==> config.mk <==
export PLATFORM = sky130hd
export DESIGN_NAME = poly_eval_horner
export DESIGN_NICKNAME = d
export VERILOG_FILES = /design/src/rtl/poly_eval_pkg.sv /design/src/rtl/poly_mac.sv /design/src/rtl/poly_eval_horner.sv
export SDC_FILE = /design/constraint.sdc
export NUM_CORES = 1
export LEC_CHECK = 0
export BUFFER_PORTS_ARGS = -buffer_cell sky130_fd_sc_hd__buf_2
export CAP_MARGIN = 20
export CORE_AREA = 5 5 90 92
export CTS_BUF_LIST = sky130_fd_sc_hd__clkbuf_4 sky130_fd_sc_hd__clkbuf_8 sky130_fd_sc_hd__clkbuf_16
export DETAILED_ROUTE_END_ITERATION = 7
export DIE_AREA = 0 0 95 97
export GPL_ROUTABILITY_DRIVEN = 0
export PLACE_DENSITY = 0.77
export SKIP_CTS_REPAIR_TIMING = 1
export SLEW_MARGIN = 20
export SYNTH_ARGS = -nofsm -noshare
export SYNTH_HDL_FRONTEND = slang
export SYNTH_SLANG_ARGS = --single-unit
export TNS_END_PERCENT = 1
==> constraint.sdc <==
create_clock -name clk -period 9.9 [get_ports clk]
set_input_delay 0.495 -clock clk [delete_from_list [all_inputs] [get_ports clk]]
set_output_delay 0.495 -clock clk [all_outputs]
set_load 0.02 [all_outputs]
==> src/rtl/poly_eval_pkg.sv <==
// Shared types and helpers for the Horner polynomial evaluator.
package poly_eval_pkg;

    typedef enum logic [2:0] {
        S_LOAD        = 3'd0,
        S_LOAD_WAIT   = 3'd1,
        S_LOAD_X      = 3'd2,
        S_LOAD_X_WAIT = 3'd3,
        S_COMPUTE     = 3'd4,
        S_DONE        = 3'd5
    } state_e;

    // load_idx must reach D+1 (the x slot), hence D+2 distinct values
    function automatic int idx_width(input int degree);
        return $clog2(degree + 2);
    endfunction

endpackage

==> src/rtl/poly_mac.sv <==
// Combinational multiply-add acc*x+a truncated to WIDTH; carry-out only with POLY_OVF_DETECT_EN.
module poly_mac #(
    parameter int WIDTH = 8
) (
    input  logic [WIDTH-1:0] acc_i,
    input  logic [WIDTH-1:0] x_i,
    input  logic [WIDTH-1:0] a_i,
    output logic [WIDTH-1:0] y_o
`ifdef POLY_OVF_DETECT_EN
    ,
    output logic             carry_o
`endif
);

`ifdef POLY_OVF_DETECT_EN
    logic [2*WIDTH:0] full_s;

    assign full_s  = (2*WIDTH+1)'(acc_i) * (2*WIDTH+1)'(x_i) + (2*WIDTH+1)'(a_i);
    assign y_o     = full_s[WIDTH-1:0];
    assign carry_o = |full_s[2*WIDTH:WIDTH];
`else
    assign y_o = acc_i * x_i + a_i;
`endif

endmodule

==> src/rtl/poly_eval_horner.sv <==
// Sequential polynomial evaluator: go-handshake loading of a_D..a_0 and x, then Horner steps.
// Optional sticky overflow flag enabled by defining POLY_OVF_DETECT_EN.
module poly_eval_horner
    import poly_eval_pkg::*;
#(
    parameter  int WIDTH  = 8,
    parameter  int DEGREE = 3,
    localparam int IW     = idx_width(DEGREE)
) (
    input  logic             clk,
    input  logic             resetn,
    input  logic             go,
    input  logic             keep_coeffs,
    input  logic [WIDTH-1:0] data_in,
    output logic [IW-1:0]    load_idx,
    output logic             busy,
    output logic [WIDTH-1:0] data_result,
    output logic             result_valid
`ifdef POLY_OVF_DETECT_EN
    ,
    output logic             overflow
`endif
);

    state_e           state_q, state_d;
    logic [IW-1:0]    load_idx_q, load_idx_d;
    logic [IW-1:0]    k_q, k_d;
    logic [WIDTH-1:0] coef_q [0:DEGREE];
    logic [WIDTH-1:0] coef_d [0:DEGREE];
    logic [WIDTH-1:0] x_q, x_d;
    logic [WIDTH-1:0] acc_q, acc_d;
    logic [WIDTH-1:0] data_result_q, data_result_d;
    logic             busy_q, busy_d;
    logic             result_valid_q, result_valid_d;
    logic [WIDTH-1:0] a_sel_s;
    logic [WIDTH-1:0] mac_y_s;
`ifdef POLY_OVF_DETECT_EN
    logic             mac_c_s;
    logic             ovf_q, ovf_d;
`endif

    // Select a_k: coefficients are stored in load order, so a_k sits at slot DEGREE-k
    always_comb begin
        a_sel_s = {WIDTH{1'b0}};
        for (int i = 0; i <= DEGREE; i++) begin
            a_sel_s = (k_q == IW'(DEGREE - i)) ? coef_q[i] : a_sel_s;
        end
    end

    poly_mac #(.WIDTH(WIDTH)) u_mac (
        .acc_i   (acc_q),
        .x_i     (x_q),
        .a_i     (a_sel_s),
        .y_o     (mac_y_s)
`ifdef POLY_OVF_DETECT_EN
        ,
        .carry_o (mac_c_s)
`endif
    );

    // Next-state and datapath updates for the load/compute sequence
    always_comb begin
        state_d       = state_q;
        load_idx_d    = load_idx_q;
        k_d           = k_q;
        coef_d        = coef_q;
        x_d           = x_q;
        acc_d         = acc_q;
        data_result_d = data_result_q;
`ifdef POLY_OVF_DETECT_EN
        ovf_d         = ovf_q;
`endif
        case (state_q)
            S_LOAD: begin
                if (go) begin
                    for (int i = 0; i <= DEGREE; i++) begin
                        coef_d[i] = (load_idx_q == IW'(i)) ? data_in : coef_d[i];
                    end
                    state_d = S_LOAD_WAIT;
                end else begin
                    state_d = S_LOAD;
                end
            end
            S_LOAD_WAIT: begin
                if (!go) begin
                    load_idx_d = load_idx_q + IW'(1);
                    state_d    = (load_idx_q < IW'(DEGREE)) ? S_LOAD : S_LOAD_X;
                end else begin
                    state_d = S_LOAD_WAIT;
                end
            end
            S_LOAD_X: begin
                if (go) begin
                    x_d     = data_in;
                    state_d = S_LOAD_X_WAIT;
                end else begin
                    state_d = S_LOAD_X;
                end
            end
            S_LOAD_X_WAIT: begin
                if (!go) begin
                    acc_d   = coef_q[0];
                    k_d     = IW'(DEGREE - 1);
`ifdef POLY_OVF_DETECT_EN
                    ovf_d   = 1'b0;
`endif
                    state_d = S_COMPUTE;
                end else begin
                    state_d = S_LOAD_X_WAIT;
                end
            end
            S_COMPUTE: begin
                acc_d = mac_y_s;
`ifdef POLY_OVF_DETECT_EN
                ovf_d = ovf_q | mac_c_s;
`endif
                if (k_q == {IW{1'b0}}) begin
                    data_result_d = mac_y_s;
                    state_d       = S_DONE;
                end else begin
                    k_d = k_q - IW'(1);
                end
            end
            S_DONE: begin
                if (go && keep_coeffs) begin
                    x_d     = data_in;
                    state_d = S_LOAD_X_WAIT;
                end else if (go) begin
                    coef_d[0]  = data_in;
                    load_idx_d = {IW{1'b0}};
                    state_d    = S_LOAD_WAIT;
                end else begin
                    state_d = S_DONE;
                end
            end
            default: begin
                state_d = S_LOAD;
            end
        endcase
        busy_d         = (state_d == S_COMPUTE);
        result_valid_d = (state_d == S_DONE);
    end

    // State and datapath registers; reset discards any partial load or computation
    always_ff @(posedge clk or negedge resetn) begin
        if (!resetn) begin
            state_q        <= S_LOAD;
            load_idx_q     <= {IW{1'b0}};
            k_q            <= {IW{1'b0}};
            coef_q         <= '{default: {WIDTH{1'b0}}};
            x_q            <= {WIDTH{1'b0}};
            acc_q          <= {WIDTH{1'b0}};
            data_result_q  <= {WIDTH{1'b0}};
            busy_q         <= 1'b0;
            result_valid_q <= 1'b0;
`ifdef POLY_OVF_DETECT_EN
            ovf_q          <= 1'b0;
`endif
        end else begin
            state_q        <= state_d;
            load_idx_q     <= load_idx_d;
            k_q            <= k_d;
            coef_q         <= coef_d;
            x_q            <= x_d;
            acc_q          <= acc_d;
            data_result_q  <= data_result_d;
            busy_q         <= busy_d;
            result_valid_q <= result_valid_d;
`ifdef POLY_OVF_DETECT_EN
            ovf_q          <= ovf_d;
`endif
        end
    end

    assign load_idx     = load_idx_q;
    assign busy         = busy_q;
    assign data_result  = data_result_q;
    assign result_valid = result_valid_q;
`ifdef POLY_OVF_DETECT_EN
    assign overflow     = ovf_q;
`endif

endmodule

Word-level counts from Yosys, hierarchy flattened --
Cells that the tools add are included.
Storage, ports and cells: bits in registers 67, output and inout bits 13, logic and storage cells 88, bits of input ports 12
Cells by class: multiplexer cells 32, $lt $le $gt $ge 1, add/subtract/negate cells 3, multipliers 1, reductions and logical operators 17, equal/unequal tests 22
Operator list (number):
- 8-bit 2-to-1 mux | 12
- 8-bit case mux with 2 select lines | 3
- 32-bit 2-to-1 mux | 1
- 3-bit 2-to-1 mux | 9
- 3-bit by 2-bit == test with 1-bit output (second input constant) | 6
- 2-bit inequality test (second input constant) | 9
- 3-bit case mux with 6 select lines | 1
- 3-bit AND reduction | 5
- 3-bit == test (second input constant) | 4
- 3-bit case mux with 2 select lines | 2
- 3-bit by 1-bit == test with 1-bit output (second input constant) | 3
- 3-bit logical NOT | 3
- 8-bit adder | 1
- 8-bit by 8-bit multiplier with 8-bit output | 1
- 2-bit nonzero test | 4
- 5-bit AND reduction | 1
- 2-bit 2-to-1 mux | 2
- 2-bit AND reduction | 2
- 4-bit AND reduction | 1
- 3-bit by 1-bit adder with 3-bit output (second input constant) | 1
- 3-bit by 2-bit less-than comparator with 1-bit output (second input constant) | 1
- 3-bit by 1-bit subtractor with 3-bit output (second input constant) | 1
- 1-bit 2-to-1 mux | 2
- 1-bit logical AND | 1

Longest topological paths before layout --
Gate-level depths: netlist (run 1).
depth after elaboration 7, gate-level depth with buffers 22, gate-level depth less buffers 21

Modules after synthesis --
From an unflattened synthesis (run 1), not the netlist that was laid out.
Second synthesis, totals: cell total of the unflattened synthesis 388, area total of the unflattened synthesis 4346.7 sq um
By module, submodules not included:
- poly_eval_horner | instances 1, cells each 261, seq. area each 1676.6 sq um, area an instance 3264.4 sq um
- poly_mac | instances 1, cells each 127, seq. area each 0.0 sq um, area an instance 1082.3 sq um

Worst setup path before layout (run 1) --
No wires, ideal clock.
kind register to register, start reg k_q[0], end reg acc_q[7], library setup time 0.127 ns, slack 5.148 ns, path buffers 1, clock period less this slack 4.752 ns, data arrival time 4.626 ns, stages on the path, launching flop included 21, data required time 9.773 ns, path through dfrtp_1 > inv_1 > ha_1 > clkbuf_1 > nand3b_1 > a21oi_1 > a21oi_1 > o21ai_0 > nand2b_1 > fa_1 > inv_1 > fa_1 > inv_1 > fa_1 > fa_1 > inv_1 > ha_1 > a21oi_4 > xnor3_1 > xnor2_1 > o21ai_1
On the way: cells in the longest elaborated chain, start to end 7, elaborated cells between the ends (all ways) 10, classes of those cells add/sub (1); eq/ne (3); mux (5); reduce/logical (1)
RTL lines:
- start, declared | line poly_eval_horner.sv:27 | logic [IW-1:0] k_q, k_d;
- start signal, assigned | line poly_eval_horner.sv:149 | k_q <= {IW{1'b0}};
- start signal, assigned | line poly_eval_horner.sv:162 | k_q <= k_d;
- 3-bit by 2-bit == test with 1-bit output | line poly_eval_horner.sv:46 | a_sel_s = (k_q == IW'(DEGREE - i)) ? coef_q[i] : a_sel_s;
- 8-bit 2-to-1 mux (3 in series) | line poly_eval_horner.sv:46
- 8-bit 2-to-1 mux * | line poly_eval_horner.sv:46
- 8-bit adder * | line poly_mac.sv:22 | assign y_o = acc_i * x_i + a_i;
- 8-bit case mux with 2 select lines * | line poly_eval_horner.sv:73 | case (state_q)
- end signal, assigned | line poly_eval_horner.sv:152 | acc_q <= {WIDTH{1'b0}};
- end, declared | line poly_eval_horner.sv:31 | logic [WIDTH-1:0] acc_q, acc_d;
Mark *: on every way between the ends. The rest lies on a longest branch, timed or not. A chain may end at the register's enable or synchronous reset.

Final worst setup path (run 1) --
start reg k_q[0], end reg data_result_q[7] (netlist: data_result[7])
On the way: cells in the longest elaborated chain, start to end 6, elaborated cells between the ends (all ways) 10, classes of those cells add/sub (1); eq/ne (3); mux (4); reduce/logical (2)
RTL lines:
- 3-bit by 2-bit == test with 1-bit output | line poly_eval_horner.sv:46
- 8-bit 2-to-1 mux (4 in series) | line poly_eval_horner.sv:46
- 8-bit adder | line poly_mac.sv:22
- end signal, assigned | line poly_eval_horner.sv:153 | data_result_q <= {WIDTH{1'b0}};
- end signal, assigned | line poly_eval_horner.sv:166 | data_result_q <= data_result_d;
- end, declared | line poly_eval_horner.sv:32 | logic [WIDTH-1:0] data_result_q, data_result_d;
Parallel ways exist; a longest one is shown, timed or not.

==> reports/metrics.yaml, run 1 <==
final_layout:
  nNetsFinal: 477
  stdcell_area_mm2: 0.00458
  fillCellCount: 597
  final_common_cell: "dfrtp_1"
  antenna-diode-count: 0
  final_core_util_pct: 64.2
  synthToLayoutAreaGrowth_pct: 10.2
  final_cell_mix: "dfrtp_1, nand2_1, inv_1"
  drive_gt1_share_pct: 17.1
die:
  ios: 25
  core_mm2: 0.00714
  dieArea_mm2: 0.00922
  start_util_pct: 58.3
  fp.dieH_um: 97
  rows: 31
  fp.dieW_um: 95
drt:
  routed_wl_um: 8730
  drtIter0Drc: 182
  firstDrtPassIters: 4
  vias_per_cell: 5.46
  wl_per_cell_um: 16.6
  drc_errors: 0
  postRouteAntennaNets: 0
  vias: 2866
timing:
  min_period_ps: 5120
  maxSlewViolCount: 0
  max_slew_margin_pct: 45.3
  worst_pin_slew_ps: 821
  skew_ps: 13.2
  max_freq_mhz: 195
  finalCritPeriodShare_pct: 51.7
  setup_viol: 0
  rsz0062_at_grt: "no"
  hold_violations: 0
  fin_tns_setup_ps: 0
critical_path:
  path_buf_inv: 4
  crit_type: "flip-flop to flip-flop"
  cpMaxStageDelayCell: "fa_1"
  crit_chain: "inv_1 > ha_1 > nand3b_1 > a21oi_1 > a21oi_1 > o21ai_0 > nand2b_1 > fa_1 > inv_1 > fa_1 > ha_1 > inv_1 > fa_1 > fa_1 > inv_1 > a21o_1 > a21oi_4 > xnor3_1 > xnor2_1 > o21ai_1"
  max_stage_delay_ps: 510
  rrSetupSlack_ps: 4780
  worstSetupStartpointType: "flip-flop"
  end_kind: "flip-flop"
  critical_path.max_fanout: 16
  required_ps: 10120
  critPathTopFamily: "adder cells"
  worst_ep_arrival_time_ps: 5330
clock_network:
  cts-htree-levels: 3
  cts_tree: "done"
  clkLatencyLatePin_ps: 350
  cts_sinks: 67
  clk_pin_slew_worst_paths_ps: 80
  cts_inserted_buffers: 9
  clockBufferDepth: 2
  cts-root-buf: "clkbuf_8"
synth:
  ys_types: 39
  synth_warnings: 0
  synth.avg_cell_area_um2: 10.5
  ys_ff_latch: 67
  synth_area_mm2: 0.00416
  ys_seq_area_share_pct: 40.3
  synthCells: 397
  synth_top_area_share_pct: 40.3
  yosysTopAreaCell: "dfrtp_1"
  synth_fp_nets: 453
  synth_area_leaders: "dfrtp_1, fa_1, ha_1, mux2_1, mux2_2"
grt:
  grt_max_degree: 68
  grt_pass1_wl_um: 15000
  grt_overflow: 0
  grt_pass1_vias: 2961
  track_usage_pct: 20.9
  antenna_found_initial: 0
status:
  status: "finished, final reports clean"
placement:
  port-buffer-count: 24
  dp_hpwl_um: 6600
  place_area_mm2: 0.00436
hold_path:
  worstHoldPathType: "primary input to async pin"
run:
  maxCapViolCount: 0
[registers in the layout, indices dropped and copies added, names as in the netlist]
signal / cells
x_q: 8
load_idx: 3
data_result: 8
busy: 1
result_valid: 1
acc_q: 8
state_q: 3
coef_q: 32
k_q: 3
[worst register-to-register path, delay by kind of cell, from the launching register on]
| family | cells | cell delay (ps) |
|---|---|---|
| compound gates | 6 | 750 |
| simple gates | 2 | 340 |
| fa+ha+maj | 6 | 2590 |
| buf+inv | 4 | 290 |
| flops | 1 | 420 |
| xor+xnor | 2 | 580 |
[routing by layer]
layer	global-route usage, %	routed length [µm]	part of all wire (%)
met5	0	0	0
met4	6.44	125	1.4
met3	4.73	391	4.5
met2	31.7	4290	49
met1	29.9	3920	45
[logic make-up (layout without fill, tap and decap cells)]
family	Yosys count	count (layout)	synth area share [%]
simple gates	120	120	14.2
flops	67	67	40.3
compound gates	56	56	8.21
mux	46	46	12.4
buf+inv	46	75	4.27
fa+ha+maj	44	44	16.5
xor+xnor	18	18	4.12
[layout make-up]
class | instances | area [µm²] | area share [%]
Multi-Input combinational cell | 284 | 2310 | 50.3
Sequential cell | 67 | 1680 | 36.6
Timing Repair Buffer | 25 | 128 | 2.78
Inverter | 34 | 128 | 2.78
Clock buffer | 9 | 124 | 2.70
Tap cell | 99 | 124 | 2.70
Clock inverter | 7 | 98.8 | 2.16
[final timing paths]
kind	start	to	depth (start not counted)
setup / recovery	k_q[0]$_DFFE_PN0P_	data_result[7]$_DFFE_PN0P_	20
hold / removal	resetn	data_result[4]$_DFFE_PN0P_	2
setup reg to reg	k_q[0]$_DFFE_PN0P_	data_result[7]$_DFFE_PN0P_	20
hold reg to reg	data_result[6]$_DFFE_PN0P_	data_result[6]$_DFFE_PN0P_	2
max in group asynchronous	resetn	coef_q[6]$_DFFE_PN0P_	2
min in group clk	data_in[2]	coef_q[2]$_DFFE_PN0P_	2
[stage by stage]
stage	instances	setup slack [ps]	hold slack, ps
6_report	525	4780	318
3_3_place_gp	509	4930	460
2_1_floorplan	397	5150	199
5_1_grt	525	4360	395
4_1_cts	525	4790	354
3_5_place_dp	509	4840	468
[cell usage after synthesis, drive strengths merged]
cell and n:
o22ai 5, inv 34, nand3b 9, a31oi 1, a211oi 1, buf 4, nor3b 1, nand2b 9
a32o 1, nor3 1, xnor2 10, and3 1, nor2b 5, mux2i 2, o21ai 14, nand4 1
ha 26, a21oi 24, xnor3 1, dfrtp 67, a21o 3, xor2 7, mux2 44, o221a 2
nor2 19, a41o 1, and2 16, clkbuf 8, fa 18, nand2 57, a22oi 4, nand3 1
Power of run 1 is not shown: default switching activity piles up to over one toggle a cycle in this logic, so the estimate is an artifact.
==> run 2: changes to the inputs <==
--- a/config.mk
+++ b/config.mk
@@ -7,12 +7,12 @@
 export LEC_CHECK = 0
 export BUFFER_PORTS_ARGS = -buffer_cell sky130_fd_sc_hd__buf_2
 export CAP_MARGIN = 20
-export CORE_AREA = 5 5 90 92
+export CORE_AREA = 5 5 93 95
 export CTS_BUF_LIST = sky130_fd_sc_hd__clkbuf_4 sky130_fd_sc_hd__clkbuf_8 sky130_fd_sc_hd__clkbuf_16
 export DETAILED_ROUTE_END_ITERATION = 7
-export DIE_AREA = 0 0 95 97
+export DIE_AREA = 0 0 98 100
 export GPL_ROUTABILITY_DRIVEN = 0
-export PLACE_DENSITY = 0.77
+export PLACE_DENSITY = 0.75
 export SKIP_CTS_REPAIR_TIMING = 1
 export SLEW_MARGIN = 20
 export SYNTH_ARGS = -nofsm -noshare
==> constraint.sdc (replaced) <==
create_clock -name clk -period 4.4 [get_ports clk]
set_input_delay 0.22 -clock clk [delete_from_list [all_inputs] [get_ports clk]]
set_output_delay 0.22 -clock clk [all_outputs]
set_load 0.02 [all_outputs]
==> run 2 against run 1 <==
Net effect: largest cell class unchanged; routed wire length is 6.2% higher; non-clock buffer count is 16 higher; critical path depth is 2 higher; global-route usage is 1.0 points lower; via count is 3.6% higher; cell area is 7.5% higher; critical endpoint unchanged; the run now ends with negative setup slack left; maximum frequency is 15% higher; clock-buffer cell count is 2 higher.
==> reports/metrics.yaml, run 2 (same netlist as run 1, synthesis figures left out) <==
critical_path:
  critical_path.max_fanout: 5  # -11
  crit_top_cell: "a21oi_2"
  required_ps: 4610  # -5510 ps
  critPathTopFamily: "adder cells"
  crit_type: "flip-flop to flip-flop"
  path_depth: 22  # +10%
  max_stage_delay_ps: 610  # +100 ps
  cpMaxStageDelayCell: "fa_2"
  worst_ep_arrival_time_ps: 4670  # -660 ps
  reg2reg_depth: 22  # +10%
  worstSetupStartpointType: "flip-flop"
  end_kind: "flip-flop"
  crit_chain: "buf_4 > ha_4 > buf_4 > nand3b_1 > a21oi_2 > a21oi_2 > nor2_1 > a21oi_2 > nor2_4 > fa_2 > ha_4 > ha_2 > fa_1 > ha_2 > inv_2 > fa_2 > inv_2 > a21o_1 > a21oi_4 > xnor3_1 > xnor2_2 > o21ai_1"
  path_buf_inv: 4  # unchanged
drt:
  met3WireLength_um: 323  # -17%
  wl_met1_um: 4150  # +5.8%
  drtIter0Drc: 198  # +8.8%
  vias_per_cell: 5.46  # about the same
  postRouteAntennaNets: 0  # unchanged
  wl_per_cell_um: 17.1  # +2.5%
  routed_wl_um: 9280  # +6.2%
  vias: 2970  # +3.6%
  firstDrtPassIters: 4  # unchanged
  top_layer: "met4"
  drc_errors: 0  # unchanged
  wl_met2_um: 4670  # +8.9%
final_layout:
  largest_register_ffs: 32  # unchanged
  top_register: "coef_q"
  antenna-diode-count: 0  # unchanged
  final_cells: 544  # +3.6%
  nNetsFinal: 493  # +3.4%
  drive_gt1_share_pct: 29.0  # +12 points
  final_cell_mix: "dfrtp_1, nand2_1, inv_1, mux2_1, buf_2"
  fillCellCount: 615  # +3.0%
  synthToLayoutAreaGrowth_pct: 18.5
  final_common_cell: "dfrtp_1"
  stdcell_area_mm2: 0.00493  # +7.5%
timing:
  hold_violations: 0  # unchanged
  skew_ps: 13.3  # +0.129 ps
  min_period_ps: 4460  # -652 ps
  finalCritPeriodShare_pct: 101  # +50 points
  fin_ws_ps: -63.4  # -4850 ps
  rsz0062_at_grt: "yes"
  max_slew_margin_pct: 59.3  # +14 points
  fin_tns_setup_ps: -110  # -110 ps
  worst_pin_slew_ps: 611  # -210 ps
  maxSlewViolCount: 0  # unchanged
  setup_viol: 2  # +2
  max_freq_mhz: 224  # +15%
die:
  dieArea_mm2: 0.00980  # +6.3%
  fp.dieH_um: 100  # +3.1%
  fp.dieW_um: 98  # +3.2%
  start_util_pct: 54.4  # -3.9 points
  rows: 32  # +3.2%
  ios: 25  # unchanged
  core_mm2: 0.00765  # +7.2%
status:
  status: "finished, violations left"
  failed_checks: "negative setup slack"
hold_path:
  min_path_cells: 2
  worstHoldPathType: "primary input to flip-flop"
placement:
  dp_hpwl_um: 6850  # +3.7%
  port-buffer-count: 24  # unchanged
  placedCellCount: 524  # +2.9%
  place_area_mm2: 0.00448  # +2.7%
grt:
  grt_pass1_wl_um: 15600  # +4.3%
  grt_max_degree: 50  # -26%
  track_usage_pct: 19.9  # -1.0 points
  grt_pass1_vias: 3171  # +7.1%
  antenna_found_initial: 0  # unchanged
  grt_overflow: 0  # unchanged
clock_network:
  cts_tree: "done"
  cts-root-buf: "clkbuf_8"
  cts-htree-levels: 3  # unchanged
  clkLatencyLatePin_ps: 340  # about the same
  clk_pin_slew_worst_paths_ps: 80  # about the same
  cts_inserted_buffers: 9  # unchanged
  clockBufferDepth: 2  # unchanged
  cts_sinks: 67  # unchanged
run:
  maxCapViolCount: 0  # unchanged
[run 2: changes by cell type in the layout (fill, tap and decap cells not counted), sizes merged]
cell and delta:
clkinv -2, clkbuf +2, clkinvlp +1, dlygate4sd3 +1
inv -1, buf +15
[run 2: metrics by stage]
step | hold slack (ps) | utilization [%] | worst slack [ps]
3_5_place_dp | 183 | 58.6 | -189
6_report | 173 | 64.4 | -63.4
3_3_place_gp | 179 | 58.6 | -89.8
4_1_cts | -189 | 61.7 | -190
5_1_grt | 178 | 64.4 | -215
2_1_floorplan | -75.6 | - | 26.3
[run 2: path summary, 6_finish.rpt]
check	start	end	slack [ps]
hold reg to reg	data_result[4]$_DFFE_PN0P_	data_result[4]$_DFFE_PN0P_	480
max in group asynchronous	resetn	k_q[1]$_DFFE_PN0P_	3060
min in group asynchronous	resetn	load_idx[2]$_DFFE_PN0P_	340
setup reg to reg	k_q[0]$_DFFE_PN0P_	data_result[7]$_DFFE_PN0P_	-60
hold / removal	data_in[7]	coef_q[15]$_DFFE_PN0P_	170
setup / recovery	k_q[0]$_DFFE_PN0P_	data_result[7]$_DFFE_PN0P_	-60
[run 2: layout make-up]
cell class / count / area, µm² / area share [%]
well taps: 102 / 128 / 2.59
clock buffers: 11 / 151 / 3.07
multi-input cells: 284 / 2500 / 50.8
inverters: 34 / 128 / 2.59
flip-flops and latches: 67 / 1680 / 34.0
clock inverters: 5 / 83.8 / 1.70
repair buffers: 41 / 258 / 5.23
[run 2: routing by layer]
metal,GRT usage (%),up-vias
li1,-,1406
met1,26.9,1486
met5,0,-
met4,5.86,0
met2,33.2,62
met3,3.41,16
Power of run 2 is left out for the same reason.
